$ cat config.mk
export PLATFORM = sky130hd
export DESIGN_NAME = seq_shift_unit_flat
export DESIGN_NICKNAME = d
export VERILOG_FILES = /design/src/rtl/seq_shift_unit_pkg.sv /design/src/rtl/seq_shift_unit_if.sv /design/src/rtl/seq_shift_unit_step.sv /design/src/rtl/seq_shift_unit.sv /design/src/flat_wrapper.sv
export SDC_FILE = /design/constraint.sdc
export NUM_CORES = 1
export LEC_CHECK = 0
export BUFFER_PORTS_ARGS = -buffer_cell sky130_fd_sc_hd__buf_4
export CAP_MARGIN = 5
export CELL_PAD_IN_SITES_DETAIL_PLACEMENT = 1
export CELL_PAD_IN_SITES_GLOBAL_PLACEMENT = 1
export CORE_ASPECT_RATIO = 0.5
export CORE_UTILIZATION = 35
export CTS_BUF_LIST = sky130_fd_sc_hd__clkbuf_2
export DETAILED_ROUTE_END_ITERATION = 10
export PLACE_DENSITY_LB_ADDON = 0.3
export SLEW_MARGIN = 10
export SYNTH_ARGS = -nofsm -noshare
export SYNTH_HDL_FRONTEND = slang
export SYNTH_SLANG_ARGS = --single-unit
export TNS_END_PERCENT = 5
$ cat constraint.sdc
create_clock -name clk -period 4.7 [get_ports clk]
set_input_delay 0.235 -clock clk [delete_from_list [all_inputs] [get_ports clk]]
set_output_delay 0.235 -clock clk [all_outputs]
set_load 0.05 [all_outputs]
$ cat src/rtl/seq_shift_unit_pkg.sv
// Shared mode and state codes for the multi-cycle shifter.
package seq_shift_unit_pkg;

    typedef enum logic [1:0] {
        SHIFT_SLL = 2'b00,
        SHIFT_SRL = 2'b01,
        SHIFT_SRA = 2'b10,
        SHIFT_ROR = 2'b11
    } mode_e;

    typedef enum logic [1:0] {
        ST_IDLE  = 2'b00,
        ST_SHIFT = 2'b01,
        ST_DONE  = 2'b10
    } state_e;

endpackage

$ cat src/rtl/seq_shift_unit_if.sv
// Request/result handshake bundle between the producer/consumer and the shifter.
interface seq_shift_unit_if #(
    parameter int WIDTH   = 32,
    parameter int SHAMT_W = $clog2(WIDTH)
);
    logic               in_valid;
    logic               in_ready;
    logic [WIDTH-1:0]   in_data;
    logic [SHAMT_W-1:0] in_shamt;
    logic [1:0]         in_mode;
    logic               out_valid;
    logic               out_ready;
    logic [WIDTH-1:0]   out_data;
    logic               out_carry;

    modport master (
        output in_valid, in_data, in_shamt, in_mode, out_ready,
        input  in_ready, out_valid, out_data, out_carry
    );

    modport slave (
        input  in_valid, in_data, in_shamt, in_mode, out_ready,
        output in_ready, out_valid, out_data, out_carry
    );
endinterface

$ cat src/rtl/seq_shift_unit_step.sv
// One combinational shift step of 0..STEP bits; carry keeps its old value on a zero step.
module seq_shift_unit_step
    import seq_shift_unit_pkg::*;
#(
    parameter int WIDTH = 32,
    parameter int STEP  = 4,
    parameter int AMT_W = $clog2(STEP + 1)
) (
    input  logic [WIDTH-1:0] d,
    input  logic [AMT_W-1:0] amt,
    input  mode_e            mode,
    input  logic             carry_in,
    output logic [WIDTH-1:0] q,
    output logic             carry_out
);
    int sh;
    int idx;

    always_comb begin
        q         = d;
        carry_out = carry_in;
        sh        = int'(amt);
        idx       = 0;
        case (mode)
            SHIFT_SLL: q = d << sh;
            SHIFT_SRL: q = d >> sh;
            SHIFT_SRA: q = $signed(d) >>> sh;
            SHIFT_ROR: q = (d >> sh) | (d << (WIDTH - sh));
            default:   q = d;
        endcase
        if (sh != 0) begin
            // last bit to leave the word: top side for SLL, bottom side otherwise
            idx = (mode == SHIFT_SLL) ? (WIDTH - sh) : (sh - 1);
            for (int i = 0; i < WIDTH; i++) begin
                if (i == idx) carry_out = d[i];
            end
        end
    end
endmodule

$ cat src/rtl/seq_shift_unit.sv
// Multi-cycle SLL/SRL/SRA/ROR shifter: STEP bits per cycle, one request in flight.
module seq_shift_unit
    import seq_shift_unit_pkg::*;
#(
    parameter int WIDTH   = 32,
    parameter int STEP    = 4,
    parameter int SHAMT_W = $clog2(WIDTH)
) (
    input  logic             clk,
    input  logic             rst_n,
    seq_shift_unit_if.slave  bus
);
    localparam int AMT_W = $clog2(STEP + 1);

    state_e             state_q, state_d;
    mode_e              mode_q;
    logic [WIDTH-1:0]   data_q, step_data;
    logic [SHAMT_W-1:0] rem_q;
    logic [AMT_W-1:0]   amt;
    logic               carry_q, step_carry;
    logic               accept, last_step;

    // rem_q < WIDTH always, so the narrowing casts below never lose bits
    always_comb begin
        last_step = int'(rem_q) <= STEP;
        amt       = last_step ? AMT_W'(rem_q) : AMT_W'(STEP);
    end

    seq_shift_unit_step #(
        .WIDTH (WIDTH),
        .STEP  (STEP),
        .AMT_W (AMT_W)
    ) u_step (
        .d         (data_q),
        .amt       (amt),
        .mode      (mode_q),
        .carry_in  (carry_q),
        .q         (step_data),
        .carry_out (step_carry)
    );

    always_ff @(posedge clk or negedge rst_n) begin
        if (!rst_n) state_q <= ST_IDLE;
        else        state_q <= state_d;
    end

    always_comb begin
        state_d       = state_q;
        accept        = 1'b0;
        bus.in_ready  = 1'b0;
        bus.out_valid = 1'b0;
        case (state_q)
            ST_IDLE: begin
                bus.in_ready = 1'b1;
                if (bus.in_valid) begin
                    accept  = 1'b1;
                    state_d = (bus.in_shamt == '0) ? ST_DONE : ST_SHIFT;
                end
            end
            ST_SHIFT: begin
                if (last_step) state_d = ST_DONE;
            end
            ST_DONE: begin
                bus.out_valid = 1'b1;
                if (bus.out_ready) state_d = ST_IDLE;
            end
            default: state_d = ST_IDLE;
        endcase
    end

    always_ff @(posedge clk or negedge rst_n) begin
        if (!rst_n) begin
            data_q  <= '0;
            rem_q   <= '0;
            mode_q  <= SHIFT_SLL;
            carry_q <= 1'b0;
        end else if (accept) begin
            data_q  <= bus.in_data;
            rem_q   <= bus.in_shamt;
            mode_q  <= mode_e'(bus.in_mode);
            carry_q <= 1'b0;
        end else if (state_q == ST_SHIFT) begin
            data_q  <= step_data;
            rem_q   <= rem_q - SHAMT_W'(amt);
            carry_q <= step_carry;
        end
    end

    assign bus.out_data  = data_q;
    assign bus.out_carry = carry_q;
endmodule

$ cat src/flat_wrapper.sv
// flat-port wrapper written by rule: the top's interface ports become plain ports
module seq_shift_unit_flat import seq_shift_unit_pkg::*;
#(
    parameter int WIDTH   = 32,
    parameter int STEP    = 4,
    parameter int SHAMT_W = $clog2(WIDTH)
)
  (clk, rst_n, bus_in_valid, bus_in_data, bus_in_shamt, bus_in_mode, bus_out_ready, bus_in_ready, bus_out_valid, bus_out_data, bus_out_carry);
  seq_shift_unit_if #(.WIDTH(WIDTH), .SHAMT_W(SHAMT_W)) bus_i ();
  input  logic clk;
  input  logic rst_n;
  input wire logic [$bits(bus_i.in_valid)-1:0] bus_in_valid;
  input wire logic [$bits(bus_i.in_data)-1:0] bus_in_data;
  input wire logic [$bits(bus_i.in_shamt)-1:0] bus_in_shamt;
  input wire logic [$bits(bus_i.in_mode)-1:0] bus_in_mode;
  input wire logic [$bits(bus_i.out_ready)-1:0] bus_out_ready;
  output wire logic [$bits(bus_i.in_ready)-1:0] bus_in_ready;
  output wire logic [$bits(bus_i.out_valid)-1:0] bus_out_valid;
  output wire logic [$bits(bus_i.out_data)-1:0] bus_out_data;
  output wire logic [$bits(bus_i.out_carry)-1:0] bus_out_carry;
  assign bus_i.in_valid = bus_in_valid;
  assign bus_i.in_data = bus_in_data;
  assign bus_i.in_shamt = bus_in_shamt;
  assign bus_i.in_mode = bus_in_mode;
  assign bus_i.out_ready = bus_out_ready;
  assign bus_in_ready = bus_i.in_ready;
  assign bus_out_valid = bus_i.out_valid;
  assign bus_out_data = bus_i.out_data;
  assign bus_out_carry = bus_i.out_carry;
  seq_shift_unit #(.WIDTH(WIDTH), .STEP(STEP), .SHAMT_W(SHAMT_W)) u_core (.clk(clk), .rst_n(rst_n), .bus(bus_i));
endmodule
## Word-level counts from Yosys, hierarchy flattened

Index checks and enable logic that the tools add are counted.

- Register bits: 42
- Bits in latches: 0
- Memory bits (writable): 0
- Bits in read-only memories: 0
- Output and inout port bits: 35
- Word-level logic and storage cells: 114
- Memories: 0

- Add/subtract/negate cells: 3
- Multipliers: 0
- Div/mod/pow operators: 0
- Magnitude comparators: 1
- Equality and inequality tests: 39
- Shift-type cells: 4
- Muxes and demuxes: 51
- Bitwise logic cells: 1
- Reductions and logical operators: 10

Operator list:

| cell | count |
|---|---|
| 6-bit by 32-bit == test with 1-bit output, first input constant | 16 |
| 5-bit by 32-bit == test with 1-bit output, first input constant | 8 |
| 4-bit by 32-bit == test with 1-bit output, first input constant | 4 |
| 32-bit one-hot mux with 4 select lines | 1 |
| 32-bit 2-to-1 mux | 3 |
| 3-bit by 32-bit == test with 1-bit output, first input constant | 2 |
| 1-bit 2-to-1 mux | 39 |
| 33-bit nonzero test | 1 |
| 2-bit by 32-bit == test with 1-bit output, first input constant | 1 |
| 32-bit zero test | 1 |
| 32-bit bitwise OR | 1 |
| 32-bit by 3-bit << shifter with 32-bit output | 1 |
| 32-bit by 32-bit << shifter with 32-bit output | 1 |
| 32-bit by 3-bit right shift with 32-bit output | 1 |
| 32-bit by 3-bit >>> shifter with 32-bit output | 1 |
| 5-bit 2-to-1 mux | 2 |
| 2-bit 2-to-1 mux | 4 |
| 6-bit by 3-bit subtractor with 7-bit output, first input constant | 1 |
| 2-bit == test, second input constant | 3 |
| 2-bit one-hot mux with 3 select lines | 1 |
| 3-bit AND reduction | 2 |
| 5-bit by 3-bit <= comparator with 1-bit output, second input constant | 1 |
| 5-bit zero test | 1 |
| 5-bit by 3-bit subtractor with 5-bit output | 1 |
| other kinds (8) | 12 |

## Logic depth before layout (Yosys ltp)

- Word-level depth: 40
- Mapped depth: 16
- Gate-level depth less buffers: 11

## Hierarchy

Synthesis repeated with hierarchy kept, for this count alone.

- Cell total of the unflattened synthesis: 811
- Area, all modules: 5923.2 µm²

Modules (own cells, without submodules):

| module | times used | cells each | area each (µm²) |
|---|---|---|---|
| seq_shift_unit_step | 1 | 605 | 3936.3 |
| seq_shift_unit | 1 | 206 | 1986.9 |

## Least setup slack after synthesis

OpenSTA, ideal clock, no wires.

- Path kind: flip-flop to flip-flop
- Start point: reg u_core.rem_q[2]
- End point: reg u_core.carry_q (netlist: u_core.bus.out_carry)
- Setup time: 0.087 ns
- Arrival time: 3.523 ns
- Data required time: 4.613 ns
- Setup slack: 1.090 ns
- Cell stages (with the launch flop): 17
- Path buffers: 7
- Cells stage by stage: dfrtp_1 buf_4 nor4b_4 inv_2 buf_6 buf_2 clkbuf_1 ha_1 buf_2 buf_1 clkbuf_1 nand4_1 a31oi_1 nor2_1 a211oi_1 o21ai_0 a22oi_1

- Word-level cells in the longest chain between the ends: 39
- Elaborated cells on any way between the ends: 75

Ends and longest elaborated chain:

| element | RTL line | source |
|---|---|---|
| start: declaration | seq_shift_unit.sv:18 | `logic [SHAMT_W-1:0] rem_q;` |
| start signal: assignment | seq_shift_unit.sv:79 | `rem_q <= bus.in_shamt;` |
| start signal: assignment | seq_shift_unit.sv:84 | `rem_q <= rem_q - SHAMT_W'(amt);` |
| 5-bit by 3-bit <= comparator with 1-bit output | seq_shift_unit.sv:25 | `last_step = int'(rem_q) <= STEP;` |
| 3-bit 2-to-1 mux (*) | seq_shift_unit.sv:26 | `amt = last_step ? AMT_W'(rem_q) : AMT_W'(STEP);` |
| 6-bit by 3-bit subtractor with 7-bit output / 3-bit by 1-bit subtractor with 4-bit output (equally long branches) | seq_shift_unit_step.sv:33 | `idx = (mode == SHIFT_SLL) ? (WIDTH - sh) : (sh - 1);` |
| 32-bit 2-to-1 mux | seq_shift_unit_step.sv:33 |  |
| 2-bit by 32-bit == test with 1-bit output | seq_shift_unit_step.sv:35 | `if (i == idx) carry_out = d[i];` |
| 1-bit 2-to-1 mux (31 in a row) | seq_shift_unit_step.sv:35 |  |
| 1-bit 2-to-1 mux | seq_shift_unit_step.sv:31 | `if (sh != 0) begin` |
| 1-bit 2-to-1 mux | seq_shift_unit.sv:82 | `end else if (state_q == ST_SHIFT) begin` |
| 1-bit 2-to-1 mux | seq_shift_unit.sv:77 | `end else if (accept) begin` |
| end signal: assignment | seq_shift_unit.sv:85 | `carry_q <= step_carry;` |
| end: declaration | seq_shift_unit.sv:20 | `logic carry_q, step_carry;` |

Mark *: on every way between the ends. The rest lies on a longest branch, timed or not. The select of a mux whose other input is x is not followed.
A chain may end at the register's enable or synchronous reset.

## Final worst setup path

- Start point: reg u_core.rem_q[3]
- End point: reg u_core.data_q[21] (netlist: u_core.bus.out_data[21])

- Word-level cells in the longest chain between the ends: 8
- Elaborated cells on any way between the ends: 11

Ends and longest elaborated chain:

| element | RTL line | source |
|---|---|---|
| 5-bit by 3-bit <= comparator with 1-bit output (*) | seq_shift_unit.sv:25 |  |
| 3-bit 2-to-1 mux (*) | seq_shift_unit.sv:26 |  |
| 6-bit by 3-bit subtractor with 7-bit output | seq_shift_unit_step.sv:28 | `SHIFT_ROR: q = (d >> sh) \| (d << (WIDTH - sh));` |
| 32-bit by 32-bit << shifter with 32-bit output | seq_shift_unit_step.sv:28 |  |
| 32-bit bitwise OR | seq_shift_unit_step.sv:28 |  |
| 32-bit one-hot mux with 4 select lines (*) | seq_shift_unit_step.sv:24 | `case (mode)` |
| 32-bit 2-to-1 mux (*) | seq_shift_unit.sv:82 |  |
| 32-bit 2-to-1 mux (*) | seq_shift_unit.sv:77 |  |
| end signal: assignment | seq_shift_unit.sv:78 | `data_q <= bus.in_data;` |
| end signal: assignment | seq_shift_unit.sv:83 | `data_q <= step_data;` |
| end: declaration | seq_shift_unit.sv:17 | `logic [WIDTH-1:0] data_q, step_data;` |

Marked as above.

==> run metrics <==
cell family with most CP delay compound AO/OA/AOI/OAI gates; EDFF count, synth 0; skew final 0.0302 ns; number of vias per cell 6.53; Starting DRT DRC Count 915; GRT overflow 0; die width 187 um; Final Hold Fails 0; path depth of the worst reg2reg path 10; total CTS buffers 5; Cells after Synth 819; ys async rst share 100%; largest net degree at the start of global routing 59; CTS clk-pin slew, worst paths 0.31 ns; cell mode on critical path a211oi_1; clk root buf clkbuf_2; die area 17,700 um2; synth top area cells dfrtp_1, mux2i_1, mux4_2, nand2_1, o21ai_0; Placer Congestion 0.926; RSZ-0062 raised after global routing false; H-tree lvl count 2; I/O Pins 78; yosys warns 0; Hold Crit Class input pin to register; design area 6940 um2; # setup viols final 0; Worst Path Arrival 4.05 ns; status complete, no violations; max frequency 0.277 GHz; Synth area leader dfrtp_1; Buf/Inv on CP 2; kind of critical path register to register; vias in the first global route 6,855; Initial Utilization 36.2%; detailed-route wire length 26.9 mm; register area share after synthesis 17.5%; fin crit period 3.61 ns; Detail Route Antenna Nets 0; Worst setup EP type register; number of antenna violations at the first check in global routing 1; Synth Cell Area 6000 um2; Yosys top cell area share 17.5%; Worst-Skew Late Latency 0.50 ns; flops & latches, synth 42; setup bufs post-CTS 0; syn nets 865; num rows 33; crit start category register; Largest stage delay, worst path 0.66 ns; area grow syn2layout 15.7%; clock tree from TritonCTS yes; final max-slew violation count 0; DR pass1 iterations 5; CP max stage cell a2111oi_0; syn_area_per_cell 7.33 um2; Tcrit/Tclk final 76.8%; IO Port Bufs 77; clk buf depth 2; Max transition margin 29.8%; NumNets Final 893; slew of the pin with the lowest slew margin 1.05 ns; GRT Util Overall 30.4%; Antenna diodes 0; cts-stage hold buffer count 33; worst-path fanout max 14; DR vias 7,021; layout cells sized above 1 17.8%; synth unique cells 72; # resized after CTS 0; dpl cell area 6550 um2; stages on the worst setup path 10; Hold Path Stages 3; CP cell instances nor4b_4 > inv_1 > ha_1 > clkinv_1 > mux4_1 > nor2_1 > a211oi_1 > a2111oi_0 > a211oi_1 > a221o_1; CTS Sinks 42; core area 16,600 um2; maxcap violations 0; WL/cell 25.0 um; Die H 94.6 um; top_reg_cell synth dfrtp_1; first-pass GRT wire length 41.5 mm; Required @ worst endpoint 5.15 ns; Sum Neg Setup Slack 0 ns; # DRC 0; dpl hpwl 18.2 mm
[cell families (layout without fill, tap and decap cells)]
family / Yosys count / count (layout) / synth area share, %
buffers and inverters: 122 / 151 / 8.72
other: 1 / 1 / 0.0625
multiplexers: 101 / 101 / 21.6
adder cells (fa/ha/maj): 4 / 4 / 0.793
XOR/XNOR: 1 / 1 / 0.146
AND/OR/NAND/NOR: 281 / 281 / 21.5
flip-flops: 42 / 42 / 17.5
AO/OA/AOI/OAI: 267 / 267 / 29.6
[layout by cell type (no fill, tap or decap), drive strengths merged, types with 10 or more instances in the layout]
master,netlist,final
buf,27,95
nand2,94,94
nor2,86,86
o21ai,68,68
mux2i,66,66
a21oi,52,52
dfrtp,42,42
dlygate4sd3,0,34
nor3,27,27
mux4,21,21
nand3,20,20
a211oi,19,19
o211ai,15,15
mux2,14,14
o22ai,13,13
inv,12,13
a22oi,12,12
a31oi,11,11
a221o,10,10
[final timing paths]
path	startpoint	end	slack (ns)
setup / recovery	u_core.rem_q[3]	u_core.bus.out_data[21]	1.09
hold / removal	bus_in_data[30]	u_core.bus.out_data[30]	0.01
setup reg to reg	u_core.rem_q[3]	u_core.bus.out_data[21]	1.09
hold reg to reg	u_core.state_q[1]	u_core.state_q[0]	0.62
max in group asynchronous	rst_n	u_core.mode_q[0]	4.00
min in group asynchronous	rst_n	u_core.bus.out_data[14]	0.23
[layer usage]
layer	up-vias	part of all wire [%]	wire (um)	GRT usage, %
met1	3496	47	12600	45.0
met5	-	0.048	13	0
met3	41	9.5	2540	6.17
met4	2	1.5	414	6.83
met2	385	42	11200	44.5
li1	3097	-	-	-
[synthesized netlist by cell type (13+ instances only)]
| master | n |
|---|---|
| mux2_2 | 14 |
| dfrtp_1 | 42 |
| mux2i_1 | 66 |
| nand3_1 | 20 |
| a21oi_1 | 52 |
| nand2_1 | 94 |
| o211ai_1 | 15 |
| mux4_2 | 20 |
| a211oi_1 | 19 |
| nor3_1 | 27 |
| clkbuf_1 | 75 |
| buf_2 | 13 |
| o21ai_0 | 68 |
| o22ai_1 | 13 |
| nor2_1 | 86 |
[worst reg2reg max path: cells and delay by family, from the launching register on]
family / cells / cell delay (ns)
AOI/OAI and AO/OA: 4 / 1.09
buffers and inverters: 2 / 0.61
DFF: 1 / 0.56
muxes: 1 / 0.52
and+or+nand+nor: 2 / 0.44
adders and majority gates: 1 / 0.33
[flip-flops by register name, indices dropped and copies added (netlist names)]
register,cells
u_core.bus.out_carry,1
u_core.rem_q,5
u_core.mode_q,2
u_core.bus.out_data,32
u_core.state_q,2
[cell type report]
class                      count  area (um2)
clock buffer                   5        25.0
clock inverter                 3        25.0
fill                        2037        9610
inverter                      14        52.6
multi-input combinational    655        4450
sequential                    42        1050
tap                          227         284
timing repair buffer         129        1050
[through the flow]
step                      util, %  hold slack [ns]  std cells  worst slack (ns)
after floorplan                 -          -0.0606        819              1.09
after global placement       39.6            0.297       1033              1.22
after detailed placement     39.6            0.296       1033              1.11
after CTS                    41.9          0.00131       1074              1.08
after global routing         41.9          0.00573       1075             0.644
final                        41.9           0.0113       1075              1.09
Power is not shown: default switching activity piles up to over one toggle a cycle in this logic, so the estimate is an artifact.
